## src/rtl/nonogram_pkg.sv

```systemverilog
// Shared constants, level answers and sequencer state encoding for the 10x10 nonogram.
package nonogram_pkg;

    localparam int GRID_CELLS     = 100;
    localparam int NUM_LEVELS_MAX = 4;

    // Bit 99 is row 0 col 0, row-major.
    localparam logic [GRID_CELLS-1:0] LEVEL_0_ANSWER = 100'h55555_55555_55555_55555_55555;
    localparam logic [GRID_CELLS-1:0] LEVEL_1_ANSWER = 100'h01234_56789_ABCDE_F0123_45678;
    localparam logic [GRID_CELLS-1:0] LEVEL_2_ANSWER = 100'h3C3C3_C3C3C_3C3C3_C3C3C_3C3C3;

    typedef enum logic [2:0] {
        ST_IDLE    = 3'd0,
        ST_WIPE    = 3'd1,
        ST_PLAY    = 3'd2,
        ST_CHECK   = 3'd3,
        ST_CLEARED = 3'd4,
        ST_DONE    = 3'd5
    } seq_state_t;

endpackage

```

## src/rtl/nonogram_answer_rom.sv

```systemverilog
// Combinational level -> answer grid lookup; unknown levels give an all-ones grid.
module nonogram_answer_rom
    import nonogram_pkg::*;
(
    input  logic [1:0]            level,
    output logic [GRID_CELLS-1:0] answer
);

    // Answer selection by level index.
    always_comb begin
        case (level)
            2'd0:    answer = LEVEL_0_ANSWER;
            2'd1:    answer = LEVEL_1_ANSWER;
            2'd2:    answer = LEVEL_2_ANSWER;
            default: answer = {GRID_CELLS{1'b1}};
        endcase
    end

endmodule

```

## src/rtl/nonogram_level_sequencer.sv

```systemverilog
// Game sequencer: gates edits, checks each edited grid against the level answer,
// holds the solved indication, then wipes the grid and advances the level.
module nonogram_level_sequencer
    import nonogram_pkg::*;
#(
    parameter int HOLD_CYCLES = 100,
    parameter int NUM_LEVELS  = 3
) (
    input  logic                  clk,
    input  logic                  rst,
    input  logic                  start,
    input  logic                  restart,
    input  logic [GRID_CELLS-1:0] paint,
    input  logic                  grid_changed,
    output logic [1:0]            level,
    output logic                  edit_en,
    output logic                  grid_clr,
    output logic                  solved,
    output logic                  game_done
);

    localparam int CW = $clog2(HOLD_CYCLES + 1);
    localparam logic [1:0]    LAST_LEVEL = 2'(NUM_LEVELS - 1);
    localparam logic [CW-1:0] HOLD_LOAD  = CW'(HOLD_CYCLES - 1);

    seq_state_t            state_r, state_nx_s;
    logic [1:0]            level_r, level_nx_s;
    logic [CW-1:0]         cnt_r, cnt_nx_s;
    logic [GRID_CELLS-1:0] snap_r;
    logic                  snap_ld_s;
    logic [GRID_CELLS-1:0] answer_s;
    logic                  edit_en_r, grid_clr_r, solved_r, game_done_r;

    nonogram_answer_rom u_rom (
        .level  (level_r),
        .answer (answer_s)
    );

    // Next-state, level, counter and snapshot-load decode.
    always_comb begin
        state_nx_s = state_r;
        level_nx_s = level_r;
        cnt_nx_s   = cnt_r;
        snap_ld_s  = 1'b0;
        case (state_r)
            ST_IDLE, ST_DONE: begin
                if (start) begin
                    state_nx_s = ST_WIPE;
                    level_nx_s = 2'd0;
                end else begin
                    state_nx_s = state_r;
                end
            end
            ST_WIPE: state_nx_s = ST_PLAY;
            ST_PLAY: begin
                // restart has priority; the snapshot is then left alone
                if (restart) begin
                    state_nx_s = ST_WIPE;
                end else if (grid_changed) begin
                    state_nx_s = ST_CHECK;
                    snap_ld_s  = 1'b1;
                end else begin
                    state_nx_s = ST_PLAY;
                end
            end
            ST_CHECK: begin
                if (snap_r == answer_s) begin
                    state_nx_s = ST_CLEARED;
                    cnt_nx_s   = HOLD_LOAD;
                end else begin
                    state_nx_s = ST_PLAY;
                end
            end
            ST_CLEARED: begin
                if (cnt_r != {CW{1'b0}}) begin
                    cnt_nx_s = cnt_r - {{(CW-1){1'b0}}, 1'b1};
                end else if (level_r == LAST_LEVEL) begin
                    state_nx_s = ST_DONE;
                end else begin
                    state_nx_s = ST_WIPE;
                    level_nx_s = level_r + 2'd1;
                end
            end
            default: state_nx_s = ST_IDLE;
        endcase
    end

    // State, level, counter and snapshot registers.
    always_ff @(posedge clk or posedge rst) begin
        if (rst) begin
            state_r <= ST_IDLE;
            level_r <= 2'd0;
            cnt_r   <= {CW{1'b0}};
            snap_r  <= {GRID_CELLS{1'b0}};
        end else begin
            state_r <= state_nx_s;
            level_r <= level_nx_s;
            cnt_r   <= cnt_nx_s;
            if (snap_ld_s) begin
                snap_r <= paint;
            end
        end
    end

    // Outputs registered from the next state so they track the state register exactly.
    always_ff @(posedge clk or posedge rst) begin
        if (rst) begin
            edit_en_r   <= 1'b0;
            grid_clr_r  <= 1'b0;
            solved_r    <= 1'b0;
            game_done_r <= 1'b0;
        end else begin
            edit_en_r   <= (state_nx_s == ST_PLAY);
            grid_clr_r  <= (state_nx_s == ST_WIPE);
            solved_r    <= (state_nx_s == ST_CLEARED);
            game_done_r <= (state_nx_s == ST_DONE);
        end
    end

    assign level     = level_r;
    assign edit_en   = edit_en_r;
    assign grid_clr  = grid_clr_r;
    assign solved    = solved_r;
    assign game_done = game_done_r;

endmodule

```

## config.mk

```make
export PLATFORM = sky130hd
export DESIGN_NAME = nonogram_level_sequencer
export DESIGN_NICKNAME = d
export VERILOG_FILES = /design/src/rtl/nonogram_pkg.sv /design/src/rtl/nonogram_answer_rom.sv /design/src/rtl/nonogram_level_sequencer.sv
export SDC_FILE = /design/constraint.sdc
export NUM_CORES = 1
export LEC_CHECK = 0
export CAP_MARGIN = 20
export CORE_ASPECT_RATIO = 0.8
export CORE_UTILIZATION = 48
export CTS_BUF_LIST = sky130_fd_sc_hd__clkbuf_2 sky130_fd_sc_hd__clkbuf_4 sky130_fd_sc_hd__clkbuf_8
export CTS_CLUSTER_SIZE = 24
export DETAILED_ROUTE_END_ITERATION = 7
export PLACE_DENSITY_LB_ADDON = 0.25
export SYNTH_ARGS = -nofsm -noshare
export SYNTH_HDL_FRONTEND = slang
export SYNTH_SLANG_ARGS = --single-unit
```

## constraint.sdc

```tcl
create_clock -name clk -period 3.61 [get_ports clk]
set_clock_uncertainty 0.1 [all_clocks]
set_input_delay 0.5415 -clock clk [delete_from_list [all_inputs] [get_ports clk]]
set_output_delay 0.5415 -clock clk [all_outputs]
set_load 0.02 [all_outputs]
```

==> impl_summary.md <==
Logic synthesis
The cell count after synthesis came out at 434. The post-synthesis sequential element count is 116. The predominant post-synthesis flop cell is dfrtp_1. The area share of the largest cell type after synthesis is 52.7%. The mean cell area of the mapped netlist is 12.7 um^2. The number of library cell types mapped by synthesis is 58.

Counting every net in the synthesized netlist gives 546. By area the synthesized netlist is led by dfrtp_1, mux2_2, nor2_1. The share of flip-flops with an asynchronous set or reset is 100%. The synthesized design spends more area on one cell type than any other, namely dfrtp_1. The number of flops mapped to enable cells by yosys is 0.

The synthesized netlist occupies a cell area of 5510 um^2. The fraction of the yosys area taken by sequential cells is 52.7%. The synthesis warning total is 0.

Pwr
In this run switching power makes up 30.4% of total power. The internal power component is 3.59 mW. Per report_power, the sequential group accounts for 47.3% of the total. The worst-case IR drop observed on VDD is 384 uV. The clock network power share is 26.7%.

For this design the ratio of total power to cell area is 708 nW/um^2. Summed over all nets, the switching power comes to 1.56 mW. Combinational logic is responsible for 26.0% of the overall power. The leakage power is 3.02 nW.

Route
The final wirelength is 12700 um. The DRC violation count after routing is 0. The count of nets left with antenna violations once routing finished came out at 0. The final routed wire length divided by cell count is 17.8 um.

The number of violations reported at the end of detailed-routing iteration 0 is 250. The total via count in the routed design is 4021. The first detailed-routing pass ran for 4 iterations. The number of vias per cell is 5.63.

Cells and area
For this run, the share of the core covered by cells in the final layout is 66.0%. Compared with the post-synthesis result, the final layout area differs by 32.0%. Registers take 2900 um^2.

For this run, the post-layout net count is 669. Fill cells in the final layout number 830. The final antenna diode count is 0. In the final layout, the share of cells above drive strength 1 is 28.1%. The multi-input combinational cells in the finished layout cover a total of 2500 um^2.

Clock network
The count of H-tree levels built during CTS is 4. Clock-pin slew was measured on the worst setup and hold paths at 0.07 ns. Clock latency on the worst-skew pair, taken at its later pin, is 0.43 ns. Buffers added to address setup during post-CTS repair amount to 0.

The number of clock sinks is 116. CTS placed an instance of clkbuf_8 at the clock tree root. TritonCTS built the clock tree. The count of instances resized after the clock tree is built is 0. The post-cts hold buffer count is 0. In this run the deepest clock path goes through 2 buffers. The number of buffers created by CTS is 17.

STA
At the pin with the least slew margin, the transition time is 0.609 ns. For this run, the top clock speed supported by timing is 290 MHz. In the final timing run, aggregate negative setup slack is 0 ns. The final hold violation count is 0. The number of max-slew violations in the final report came to 0.

The worst path uses 95.6% of the clock period. The normalized max-slew margin is 59.4%. Setup repair after global routing left no endpoint under its margin. Subtracting the final worst setup slack from the clock period gives 3.45 ns. Setup violations remaining at the end of the flow were counted as 0.

Die
The die footprint is 11900 um^2. The initial core utilization is 50.0%. The core area is 11000 um^2. The row count is 34.

The height of the chip is 97.8 um. For this design the top-level I/O count stands at 111. From left edge to right edge, the die measures 122 um.

GRT
The number of global-route vias before repair is 4043. The number of antenna violations at the first check in global routing was 0. The first global-routing pass estimated 20100 um of wire.

The sum of overflow across all layers after global routing is 0. The global routing usage summed across all routing layers is 22.4%. Entering global routing, the biggest net connects 54 pins.

Worst setup path
The largest delay contributor family on the critical path is simple AND/OR/NAND/NOR gates. The setup path with the least slack is of type flip-flop to flip-flop. The type of element launching the critical path is a flip-flop. Among all stages on the critical path, the largest delay is contributed by or4_4.

The arrival time at the worst endpoint is 3.67 ns. Counting both buffers and inverters, the worst setup path holds a total of 1. At the worst endpoint, the required time is 3.83 ns. STA classifies the critical path endpoint as a flip-flop.

Of all nets on the critical path, the largest fanout is 6. Traced cell by cell, the critical path runs through inv_1 -> ha_1 -> or2_1 -> o41ai_1 -> o2111ai_1 -> or4_4 -> nor4_4 -> o21ba_4 -> mux2_4. In this design, the stage delay of the slowest critical-path cell is 0.53 ns.

Place
The number of port buffers is 110. The routability congestion estimate from global placement is 0.908. The post-DP HPWL is 9600 um.

Run status
The run finished with clean final reports.

Worst hold path
The tightest min-delay check is of the input port to async pin type.

Run
The number of max-cap violations is 0.
## area by class of cell
cell class	instances	share of cell area [%]
Timing Repair Buffer	119	16.4
Tap cell	144	2.48
Clock inverter	13	2.84
Sequential cell	116	39.9
Clock buffer	19	3.51
Inverter	9	0.516
Multi-Input combinational cell	294	34.3
## synthesized netlist by cell type, types with 7 or more instances
master / n
nor4_1: 12
clkbuf_1: 12
dfrtp_1: 116
inv_1: 9
mux2_2: 100
nand4_1: 10
ha_1: 7
nand2_1: 11
nand2b_1: 8
nor2_1: 25
o2111ai_1: 7
a21oi_1: 12
nand3_1: 7
and3b_1: 9
## routing by layer
| layer | routed length (um) | track usage [%] | share of wire (%) | vias to the layer above |
|---|---|---|---|---|
| li1 | - | - | - | 1863 |
| met1 | 5960 | 30.9 | 47 | 1996 |
| met2 | 5710 | 33.7 | 45 | 142 |
| met3 | 886 | 6.25 | 7.0 | 20 |
| met4 | 189 | 7.69 | 1.5 | 0 |
| met5 | 0 | 0 | 0 | - |
## worst paths after layout
| path | cells past startpoint | from | endpoint | slack [ns] |
|---|---|---|---|---|
| worst max register to register | 9 | level[1]$_DFFE_PP0P_ | cnt_r[1]$_DFFE_PP0P_ | 0.16 |
| worst min register to register | 1 | snap_r[70]$_DFFE_PP0P_ | snap_r[70]$_DFFE_PP0P_ | 0.41 |
| worst min-delay path | 2 | rst | snap_r[1]$_DFFE_PP0P_ | 0.39 |
| worst max-delay path | 9 | level[1]$_DFFE_PP0P_ | cnt_r[1]$_DFFE_PP0P_ | 0.16 |
| min in group clk | 1 | snap_r[70]$_DFFE_PP0P_ | snap_r[70]$_DFFE_PP0P_ | 0.41 |
| max in group asynchronous | 4 | rst | snap_r[39]$_DFFE_PP0P_ | 2.04 |
## state kept, by name, summed over array words and instances, names as in the netlist
name	cells
snap_r	100
cnt_r	7
state_r	3
level	2
edit_en	1
game_done	1
grid_clr	1
solved	1
## placed cells by master (no fill, tap or decap), types with 8 or more instances in the layout
master           netlist  layout
a21oi_1               12      12
and3b_1                9       9
clkbuf_8               2      18
clkdlybuf4s50_1        0     110
dfrtp_1              116     116
inv_1                  9       8
mux2_2               100     100
nand2_1               11      10
nand2b_1               8       8
nand4_1               10      10
nor2_1                25      25
nor4_1                12      12
## power groups by stage
stage / combinational (mW) / clock (mW) / sequential (mW)
6_report: 1.34 / 1.38 / 2.44
5_1_grt: 1.46 / 1.46 / 2.51
4_1_cts: 1.35 / 1.41 / 2.42
3_5_place_dp: 1.34 / 0 / 2.44
3_3_place_gp: 1.29 / 0 / 2.42
2_1_floorplan: 1.02 / 0 / 2.24
## metrics by stage
stage / cell area [um^2] / hold WS (ns) / setup slack [ns] / power, mW / instances
2_1_floorplan: 5510 / 0.379 / 0.477 / 3.25 / 434
3_3_place_gp: 6810 / 0.388 / 0.385 / 3.71 / 682
3_5_place_dp: 6810 / 0.393 / 0.240 / 3.78 / 682
4_1_cts: 7270 / 0.382 / 0.201 / 5.17 / 714
5_1_grt: 7270 / 0.418 / 0.0232 / 5.43 / 714
6_report: 7270 / 0.394 / 0.158 / 5.15 / 714
## worst reg2reg max path, delay by kind of cell (launching register included)
| family | cells | cell delay (ns) |
|---|---|---|
| AND/OR/NAND/NOR | 3 | 1.26 |
| AO/OA/AOI/OAI | 3 | 0.84 |
| flip-flops | 1 | 0.46 |
| multiplexers | 1 | 0.29 |
| adder cells (fa/ha/maj) | 1 | 0.26 |
| buffers and inverters | 1 | 0.13 |
## logic make-up (layout without fill, tap and decap cells)
group,Yosys count,in the layout,share of synthesized area [%]
fa+ha+maj,7,7,1.59
compound gates,49,49,6.54
buf+inv,24,160,2.13
simple gates,124,124,14.0
mux,108,108,22.1
xor+xnor,6,6,0.954
flops,116,116,52.7
Power figures use the tool's default switching activity.
